File: config.mk
export PLATFORM = sky130hd
export DESIGN_NAME = mem_access_ctrl
export DESIGN_NICKNAME = d
export VERILOG_FILES = /design/src/rtl/core_pkg.sv /design/src/rtl/lsu_align.sv /design/src/rtl/mem_access_ctrl.sv
export SDC_FILE = /design/constraint.sdc
export NUM_CORES = 1
export LEC_CHECK = 0
export CAP_MARGIN = 20
export CORE_MARGIN = 3
export CORE_UTILIZATION = 42
export DETAILED_ROUTE_END_ITERATION = 10
export PLACE_DENSITY = 0.77
export SYNTH_ARGS = -nofsm -noshare
export SYNTH_HDL_FRONTEND = slang
export SYNTH_SLANG_ARGS = --single-unit
File: constraint.sdc
create_clock -name CLK -period 1.9 [get_ports CLK]
set_input_delay 0.38 -clock CLK [delete_from_list [all_inputs] [get_ports CLK]]
set_output_delay 0.38 -clock CLK [all_outputs]
set_load 0.02 [all_outputs]
File: src/rtl/core_pkg.sv
// Shared definitions for the memory access path of the multi-cycle core.
// Holds the load/store size encodings, the memory handshake FSM state type,
// the reset instruction value, error cause codes and a misalignment helper.
package core_pkg;

    // funct3 access size / sign encodings
    localparam logic [2:0] F3_B  = 3'b000;
    localparam logic [2:0] F3_H  = 3'b001;
    localparam logic [2:0] F3_W  = 3'b010;
    localparam logic [2:0] F3_BU = 3'b100;
    localparam logic [2:0] F3_HU = 3'b101;

    // Memory handshake FSM states
    typedef enum logic [1:0] {
        IDLE = 2'd0,
        REQ  = 2'd1,
        WAIT = 2'd2,
        DONE = 2'd3
    } mem_state_t;

    // addi x0, x0, 0
    localparam logic [31:0] NOP = 32'h0000_0013;

    // err_cause codes
    localparam logic [1:0] ERR_NONE     = 2'b00;
    localparam logic [1:0] ERR_MISALIGN = 2'b01;
    localparam logic [1:0] ERR_TIMEOUT  = 2'b10;

    // True when the low address bits do not match the natural alignment of
    // the access size in funct3[1:0] (byte accesses are never misaligned).
    function automatic logic is_misaligned(input logic [2:0] f3, input logic [1:0] addr_lo);
        logic mis;
        case (f3[1:0])
            2'b00:   mis = 1'b0;
            2'b01:   mis = addr_lo[0];
            default: mis = (addr_lo != 2'b00);
        endcase
        return mis;
    endfunction

endpackage

File: src/rtl/lsu_align.sv
// Byte-lane alignment for the memory bus.
// Store side: generates byte enables and replicates right-aligned store data
// across the lanes. Load side: extracts the addressed byte/halfword from a
// bus word and sign- or zero-extends it.
// Ports:
//   st_size    in  2   access size (funct3[1:0]) of the store being issued
//   st_addr_lo in  2   byte offset of the store
//   st_data    in  32  right-aligned store data
//   st_be      out 4   byte enables
//   st_wdata   out 32  lane-replicated store data
//   ld_funct3  in  3   load size/sign
//   ld_addr_lo in  2   byte offset of the load
//   ld_word    in  32  word returned by the bus
//   ld_result  out 32  extracted and extended load value
module lsu_align
    import core_pkg::*;
(
    input  logic [1:0]  st_size,
    input  logic [1:0]  st_addr_lo,
    input  logic [31:0] st_data,
    output logic [3:0]  st_be,
    output logic [31:0] st_wdata,
    input  logic [2:0]  ld_funct3,
    input  logic [1:0]  ld_addr_lo,
    input  logic [31:0] ld_word,
    output logic [31:0] ld_result
);

    logic [31:0] ld_shift_s;

    // Store lanes: replicating the data lets the byte enables alone pick the lane
    always_comb begin
        st_be    = 4'b1111;
        st_wdata = st_data;
        case (st_size)
            2'b00: begin
                st_be    = 4'b0001 << st_addr_lo;
                st_wdata = {4{st_data[7:0]}};
            end
            2'b01: begin
                st_be    = 4'b0011 << st_addr_lo;
                st_wdata = {2{st_data[15:0]}};
            end
            default: begin
                st_be    = 4'b1111;
                st_wdata = st_data;
            end
        endcase
    end

    assign ld_shift_s = ld_word >> {ld_addr_lo, 3'b000};

    // Load extract: addressed lane is moved to bit 0, then extended
    always_comb begin
        ld_result = ld_word;
        case (ld_funct3)
            F3_B:    ld_result = {{24{ld_shift_s[7]}}, ld_shift_s[7:0]};
            F3_BU:   ld_result = {24'h00_0000, ld_shift_s[7:0]};
            F3_H:    ld_result = {{16{ld_shift_s[15]}}, ld_shift_s[15:0]};
            F3_HU:   ld_result = {16'h0000, ld_shift_s[15:0]};
            default: ld_result = ld_word;
        endcase
    end

endmodule

File: src/rtl/mem_access_ctrl.sv
// Memory-side handshake engine for the multi-cycle core.
// Detects the rising edge of the fetch and memory-access phases, issues one
// bus transaction per phase and stalls the phase generator (memWait) until
// the bus acknowledges or a timeout expires. Load data is aligned/extended,
// store data is lane-shifted. Misaligned accesses are rejected without a bus
// transaction and reported through err/err_cause.
// Ports:
//   CLK, RST_N                 clock, synchronous active-low reset
//   ft_phase, ma_phase, ma_en  phase levels from the phase generator
//   rwmem, funct3, pc, ma_addr, st_data   access description
//   mem_req/we/addr/be/wdata   bus request side (registered)
//   mem_ack, mem_rdata         bus completion side
//   memWait                    stall to the phase generator
//   instr, ld_data             fetched instruction / load result (held)
//   err, err_cause             error pulse and held cause code
module mem_access_ctrl
    import core_pkg::*;
#(
    parameter int ADDR_W  = 32,
    parameter int TIMEOUT = 255
) (
    input  logic              CLK,
    input  logic              RST_N,
    input  logic              ft_phase,
    input  logic              ma_phase,
    input  logic              ma_en,
    input  logic              rwmem,
    input  logic [2:0]        funct3,
    input  logic [ADDR_W-1:0] pc,
    input  logic [ADDR_W-1:0] ma_addr,
    input  logic [31:0]       st_data,
    output logic              mem_req,
    output logic              mem_we,
    output logic [ADDR_W-1:0] mem_addr,
    output logic [3:0]        mem_be,
    output logic [31:0]       mem_wdata,
    input  logic              mem_ack,
    input  logic [31:0]       mem_rdata,
    output logic              memWait,
    output logic [31:0]       instr,
    output logic [31:0]       ld_data,
    output logic              err,
    output logic [1:0]        err_cause
);

    localparam logic [9:0] TO_LIM = 10'(TIMEOUT);

    mem_state_t  state_r;
    logic        ft_phase_q_r;
    logic        ma_phase_q_r;
    logic        ft_armed_r;
    logic        ma_armed_r;
    logic        mem_req_r;
    logic [9:0]  wait_cnt_r;
    logic        is_fetch_r;
    logic        timed_out_r;
    logic [2:0]  funct3_r;
    logic [1:0]  addr_lo_r;
    logic [31:0] rdata_r;

    logic        idle_s;
    logic        ft_start_s;
    logic        ma_start_s;
    logic        ft_mis_s;
    logic        ma_mis_s;
    logic        ft_go_s;
    logic        ma_go_s;
    logic        mis_err_s;
    logic [3:0]  st_be_s;
    logic [31:0] st_wdata_s;
    logic [31:0] ld_result_s;

    // The armed bits only set once a phase has been seen low after reset, so
    // a phase that is already high when reset releases cannot look like an edge.
    assign idle_s     = (state_r == IDLE);
    assign ft_start_s = ft_phase & ~ft_phase_q_r & ft_armed_r;
    assign ma_start_s = ma_phase & ma_en & ~ma_phase_q_r & ma_armed_r & ~ft_start_s;
    assign ft_mis_s   = (pc[1:0] != 2'b00);
    assign ma_mis_s   = is_misaligned(funct3, ma_addr[1:0]);
    assign ft_go_s    = ft_start_s & ~ft_mis_s;
    assign ma_go_s    = ma_start_s & ~ma_mis_s;
    assign mis_err_s  = idle_s & ((ft_start_s & ft_mis_s) | (ma_start_s & ma_mis_s));

    // Reset must drop the stall and the request in the cycle it is asserted
    assign memWait = RST_N & (ft_go_s | ma_go_s | ~idle_s);
    assign mem_req = RST_N & mem_req_r;

    lsu_align u_lsu_align (
        .st_size    (funct3[1:0]),
        .st_addr_lo (ma_addr[1:0]),
        .st_data    (st_data),
        .st_be      (st_be_s),
        .st_wdata   (st_wdata_s),
        .ld_funct3  (funct3_r),
        .ld_addr_lo (addr_lo_r),
        .ld_word    (rdata_r),
        .ld_result  (ld_result_s)
    );

    // Handshake FSM with all bus and result outputs registered
    always_ff @(posedge CLK) begin
        if (!RST_N) begin
            state_r      <= IDLE;
            ft_phase_q_r <= 1'b0;
            ma_phase_q_r <= 1'b0;
            ft_armed_r   <= 1'b0;
            ma_armed_r   <= 1'b0;
            mem_req_r    <= 1'b0;
            mem_we       <= 1'b0;
            mem_addr     <= '0;
            mem_be       <= 4'b0000;
            mem_wdata    <= 32'h0000_0000;
            wait_cnt_r   <= 10'd0;
            is_fetch_r   <= 1'b0;
            timed_out_r  <= 1'b0;
            funct3_r     <= 3'b000;
            addr_lo_r    <= 2'b00;
            rdata_r      <= 32'h0000_0000;
            instr        <= NOP;
            ld_data      <= 32'h0000_0000;
            err          <= 1'b0;
            err_cause    <= ERR_NONE;
        end else begin
            ft_phase_q_r <= ft_phase;
            ma_phase_q_r <= ma_phase;
            ft_armed_r   <= ft_armed_r | ~ft_phase;
            ma_armed_r   <= ma_armed_r | ~ma_phase;
            err          <= 1'b0;
            case (state_r)
                IDLE: begin
                    if (ft_go_s) begin
                        state_r     <= REQ;
                        mem_req_r   <= 1'b1;
                        mem_we      <= 1'b0;
                        mem_addr    <= {pc[ADDR_W-1:2], 2'b00};
                        mem_be      <= 4'b1111;
                        mem_wdata   <= 32'h0000_0000;
                        is_fetch_r  <= 1'b1;
                        funct3_r    <= F3_W;
                        addr_lo_r   <= 2'b00;
                        wait_cnt_r  <= 10'd0;
                        timed_out_r <= 1'b0;
                    end else if (ma_go_s) begin
                        state_r     <= REQ;
                        mem_req_r   <= 1'b1;
                        mem_we      <= rwmem;
                        mem_addr    <= {ma_addr[ADDR_W-1:2], 2'b00};
                        mem_be      <= rwmem ? st_be_s : 4'b1111;
                        mem_wdata   <= rwmem ? st_wdata_s : 32'h0000_0000;
                        is_fetch_r  <= 1'b0;
                        funct3_r    <= funct3;
                        addr_lo_r   <= ma_addr[1:0];
                        wait_cnt_r  <= 10'd0;
                        timed_out_r <= 1'b0;
                    end else if (mis_err_s) begin
                        err       <= 1'b1;
                        err_cause <= ERR_MISALIGN;
                    end
                end
                REQ: begin
                    mem_req_r <= 1'b0;
                    if (mem_ack) begin
                        rdata_r <= mem_rdata;
                        state_r <= DONE;
                    end else begin
                        state_r <= WAIT;
                    end
                end
                WAIT: begin
                    if (mem_ack) begin
                        rdata_r <= mem_rdata;
                        state_r <= DONE;
                    end else if (wait_cnt_r >= TO_LIM - 10'd1) begin
                        // This is the TIMEOUT-th silent WAIT cycle
                        timed_out_r <= 1'b1;
                        err         <= 1'b1;
                        err_cause   <= ERR_TIMEOUT;
                        state_r     <= DONE;
                    end else if (wait_cnt_r != TO_LIM) begin
                        wait_cnt_r <= wait_cnt_r + 10'd1;
                    end
                end
                DONE: begin
                    state_r <= IDLE;
                    if (!timed_out_r) begin
                        if (is_fetch_r) begin
                            instr <= rdata_r;
                        end else if (!mem_we) begin
                            ld_data <= ld_result_s;
                        end
                    end
                end
                default: begin
                    state_r   <= IDLE;
                    mem_req_r <= 1'b0;
                end
            endcase
        end
    end

endmodule

==> flow_summary_export.csv <==
group,metric,value,unit
global_routing,overflow,0,
timing,period_minus_slack,2020,ps
timing,maxSlewHeadroom,53.6,%
yosys,synth_edf_count,0,
timing,final_hold_viol_count,0,
setup_path,ff2ff_path_depth,9,
place,gp_congestion,0.916,
yosys,synth_fa_ha_area_share,0.894,%
cts,cts_buffer_depth,2,
cts,clock_sinks,190,
outcome,status,"complete, but fails checks",
route,viasPerCell,5.32,
floorplan,die-area,0.0217,mm2
cells_and_area,multi_input_area,0.00445,mm2
place,post_dp_cell_area,0.0118,mm2
floorplan,num_rows,51,
pwr,p_leak,4.72,nW
yosys,avgSynthCellArea,8.55,um2
yosys,muxShareOfSynthArea,4.53,%
floorplan,die-height,147,um
cells_and_area,final-seq-area,0.00381,mm2
setup_path,cp-start-kind,"flop",
route,drt_iter0_drc,505,
setup_path,crit_type,"flop to output port",
cells_and_area,syn2layout_area_growth,55.7,%
timing,min_period_over_period,106,%
floorplan,die_w,147,um
setup_path,r2r_start,"ma_phase_q_r$_SDFF_PN0_",
timing,setup_slack,-122,ps
global_routing,antenna_found_initial,2,
global_routing,grt_pass1_vias,7831,
timing,max_freq,0.495,GHz
yosys,synth_xor_area_share,0,%
cts,cts-root-buf,"clkbuf_16",
setup_path,cp.arrival,1640,ps
yosys,synth-simple-area-share,20.1,%
setup_path,critPathMaxStageDelay,340,ps
yosys,ys_seq_elements,190,
cts,cts_tree,"built",
setup_path,cp_num_cells,8,
cts,numCtsBuffers,17,
route,drc,0,
setup_path,crit_family,"buffers and inverters",
cells_and_area,fin_nets,1440,
flow_run,drv_cap,0,
place,hpwl,19.5,mm
floorplan,ioPinCount,276,
setup_path,crit_path_start,"state_r[1]$_SDFFE_PN0P_",
route,num_vias,8381,
yosys,async_reset_ff_share,0,%
cells_and_area,fin_area,0.0131,mm2
pwr,vdd_ir_drop_max,0.000617,V
cells_and_area,drive_gt1_share,19.6,%
cts,cts_hold_buf,0,
yosys,synth.cell_area,0.00840,mm2
setup_path,crit_path_end,"memWait",
pwr,total_power,10.7,mW
yosys,synth.distinct_cells,59,
yosys,synth_compound_area_share,24.2,%
yosys,yosys_warnings,0,
timing,slew_viol_final,0,
pwr,p_per_area,816,mW/mm2
setup_path,regToRegEndpoint,"mem_addr[20]$_SDFFE_PN0P_",
floorplan,initial_utilization,43.0,%
yosys,yosysSeqAreaShare,45.3,%
global_routing,grt_max_degree,47,
setup_path,crit_slowest_cell,"dfxtp_2",
timing,setup_viol,22,
cts,htreeDepth,4,
setup_path,cp-end-kind,"output port",
route,firstDrtPassIters,5,
timing,rsz0062_at_grt,"yes",
route,drtAntennaViolNets,0,
setup_path,cp_cell_sequence,"buf_4 -> inv_2 -> ha_4 -> o21ai_1 -> buf_4 -> nor2_4 -> nor2_4 -> buf_6",
setup_path,cp_max_fo,4,
setup_path,crit_buf_inv,4,
setup_path,crit_required,1520,ps
yosys,synthFlopType,"dfxtp_1",
global_routing,grt_pass1_wl,41.9,mm
yosys,syn_inst,982,
place,io_buffer_count,273,
floorplan,fp.coreArea,0.0195,mm2
outcome,violations,"setup timing",
route,wl,28.2,mm
global_routing,grt_use_total,23.8,%
cells_and_area,n_fill_cell,1623,
timing,tightest_slew,693,ps
worst_hold_path,min_path_type,"primary input to flop",
route,avgRoutedWirePerCell,17.9,um
yosys,synth_top_family_by_area,"compound AO/OA/AOI/OAI gates",
timing,skew,13.4,ps
cts,cts.clk_slew.worst_paths,70,ps
setup_path,r2r_slack,-70,ps
cts,insertion_delay,430,ps
-- per-stage QoR --
step / hold slack (ps) / setup TNS, ps / instances / worst slack (ps) / utilization, %
3_3_place_gp: 443 / -29930 / 1514 / -377 / 60.4
2_1_floorplan: 430 / 0 / 983 / 1.08 / -
5_1_grt: 332 / -5040 / 1576 / -191 / 66.9
6_report: 301 / -581 / 1576 / -122 / 66.9
4_1_cts: 292 / -266 / 1553 / -178 / 64.2
3_5_place_dp: 447 / -36100 / 1514 / -472 / 60.4
-- layer usage --
metal / GRT usage, % / up-vias / routed length, um / share of wire [%]
met2: 41.1 / 312 / 14300 / 51
met1: 29.3 / 3970 / 11400 / 40
met3: 4.87 / 60 / 1630 / 5.8
met4: 9.51 / 0 / 935 / 3.3
li1: - / 4039 / - / -
met5: 0 / - / 0 / 0
-- synthesized netlist by cell type, types with 2 or more instances --
cell type    n  area [um2]
a21boi_0    25         188
a21boi_1     5        37.5
a21oi_1     80         400
a22oi_1     40         300
a311oi_2    30         450
a31oi_1      5        31.3
a41oi_1      2        17.5
and2_1       6        37.5
and3_1       4        25.0
buf_1        2        7.51
buf_2        7        35.0
buf_4        6        45.0
buf_6        6        67.6
clkbuf_1    60         225
dfxtp_1    190        3800
ha_1         6        75.1
inv_1        7        26.3
mux2_2      16         180
mux2i_1     20         200
nand2_1    245         920
nand2b_1     4        25.0
nand3_1     14        70.1
nand3b_1     3        22.5
nor2_1      44         165
nor2_2       9        56.3
nor2b_1     39         244
nor3_1       3        15.0
o211a_1      6        60.1
o211ai_1     5        37.5
o21a_1       3        22.5
o21ai_0     52         260
o221ai_1     7        61.3
o31ai_1      2        15.0
or2_2        3        18.8
or3_1        2        12.5
-- placed cells by master, fill, tap and decap left out, drive strengths merged, types with 4 or more instances in the layout --
cell type	Yosys	final
o21ai	53	53
or2	4	4
o221ai	7	7
buf	21	96
inv	8	15
a21oi	81	81
a21boi	30	30
mux2	16	16
ha	6	6
and3	4	4
a31oi	5	5
o211a	6	6
nor2b	39	39
o211ai	5	5
dlygate4sd2	0	8
clkdlybuf4s50	0	262
nand2	245	245
a22oi	40	40
clkbuf	60	26
mux2i	20	20
dfxtp	190	190
nor2	53	53
nand3	14	14
o21a	3	4
a311oi	30	30
and2	6	6
nand2b	4	4
-- worst min-delay path by stage --
stage                                     from                         end  slack [ps]  depth (start not counted)
finish                                ma_phase       ma_armed_r$_SDFF_PN0_         300                          2
global route                          ma_phase       ma_armed_r$_SDFF_PN0_         330                          2
CTS                                   ma_phase       ma_armed_r$_SDFF_PN0_         290                          2
detailed placement      instr[28]$_SDFFE_PN0P_      instr[28]$_SDFFE_PN0P_         450                          2
global placement        instr[20]$_SDFFE_PN0P_      instr[20]$_SDFFE_PN0P_         440                          2
floorplan           wait_cnt_r[8]$_SDFFE_PN0P_  wait_cnt_r[8]$_SDFFE_PN0P_         430                          2
-- cell families (layout without fill, tap and decap cells) --
family                   count (synthesis)  after routing
adder cells (fa/ha/maj)                  6              6
AND/OR/NAND/NOR                        385            385
buffers and inverters                   89            414
multiplexers                            36             36
flip-flops                             190            190
AO/OA/AOI/OAI                          275            276
other                                    1              4
-- report_power, final --
part           total, mW  leakage, nW  switching, mW  internal (mW)
logic               2.35         2.87           1.16           1.19
registers           4.42         1.54          0.226           4.19
clock network       3.90        0.311           1.69           2.20
total               10.7         4.72           3.08           7.59
-- registers in the layout, summed over array words and instances (netlist names) --
register / flops
is_fetch_r: 1
wait_cnt_r: 10
instr: 32
ft_armed_r: 1
mem_we: 1
funct3_r: 3
timed_out_r: 1
ma_phase_q_r: 1
rdata_r: 32
ld_data: 32
mem_be: 4
ft_phase_q_r: 1
ma_armed_r: 1
err: 1
addr_lo_r: 2
mem_req_r: 1
state_r: 2
mem_wdata: 32
err_cause: 2
mem_addr: 30
-- final cells by class --
class	count	share of cell area, %
tap	265	2.54
multi-input combinational	705	34.1
clock buffer	19	3.46
clock inverter	13	1.47
timing repair buffer	374	29.1
antenna	2	0.0383
sequential	190	29.1
inverter	8	0.230
-- repair_timing --
item,in CTS,in global routing
gates cloned,0,9
pin swaps,9,56
resized for setup,26,61
endpoints found under the setup margin,17,54
setup buffers,7,13
No activity file was read; power rests on OpenSTA's default activity.
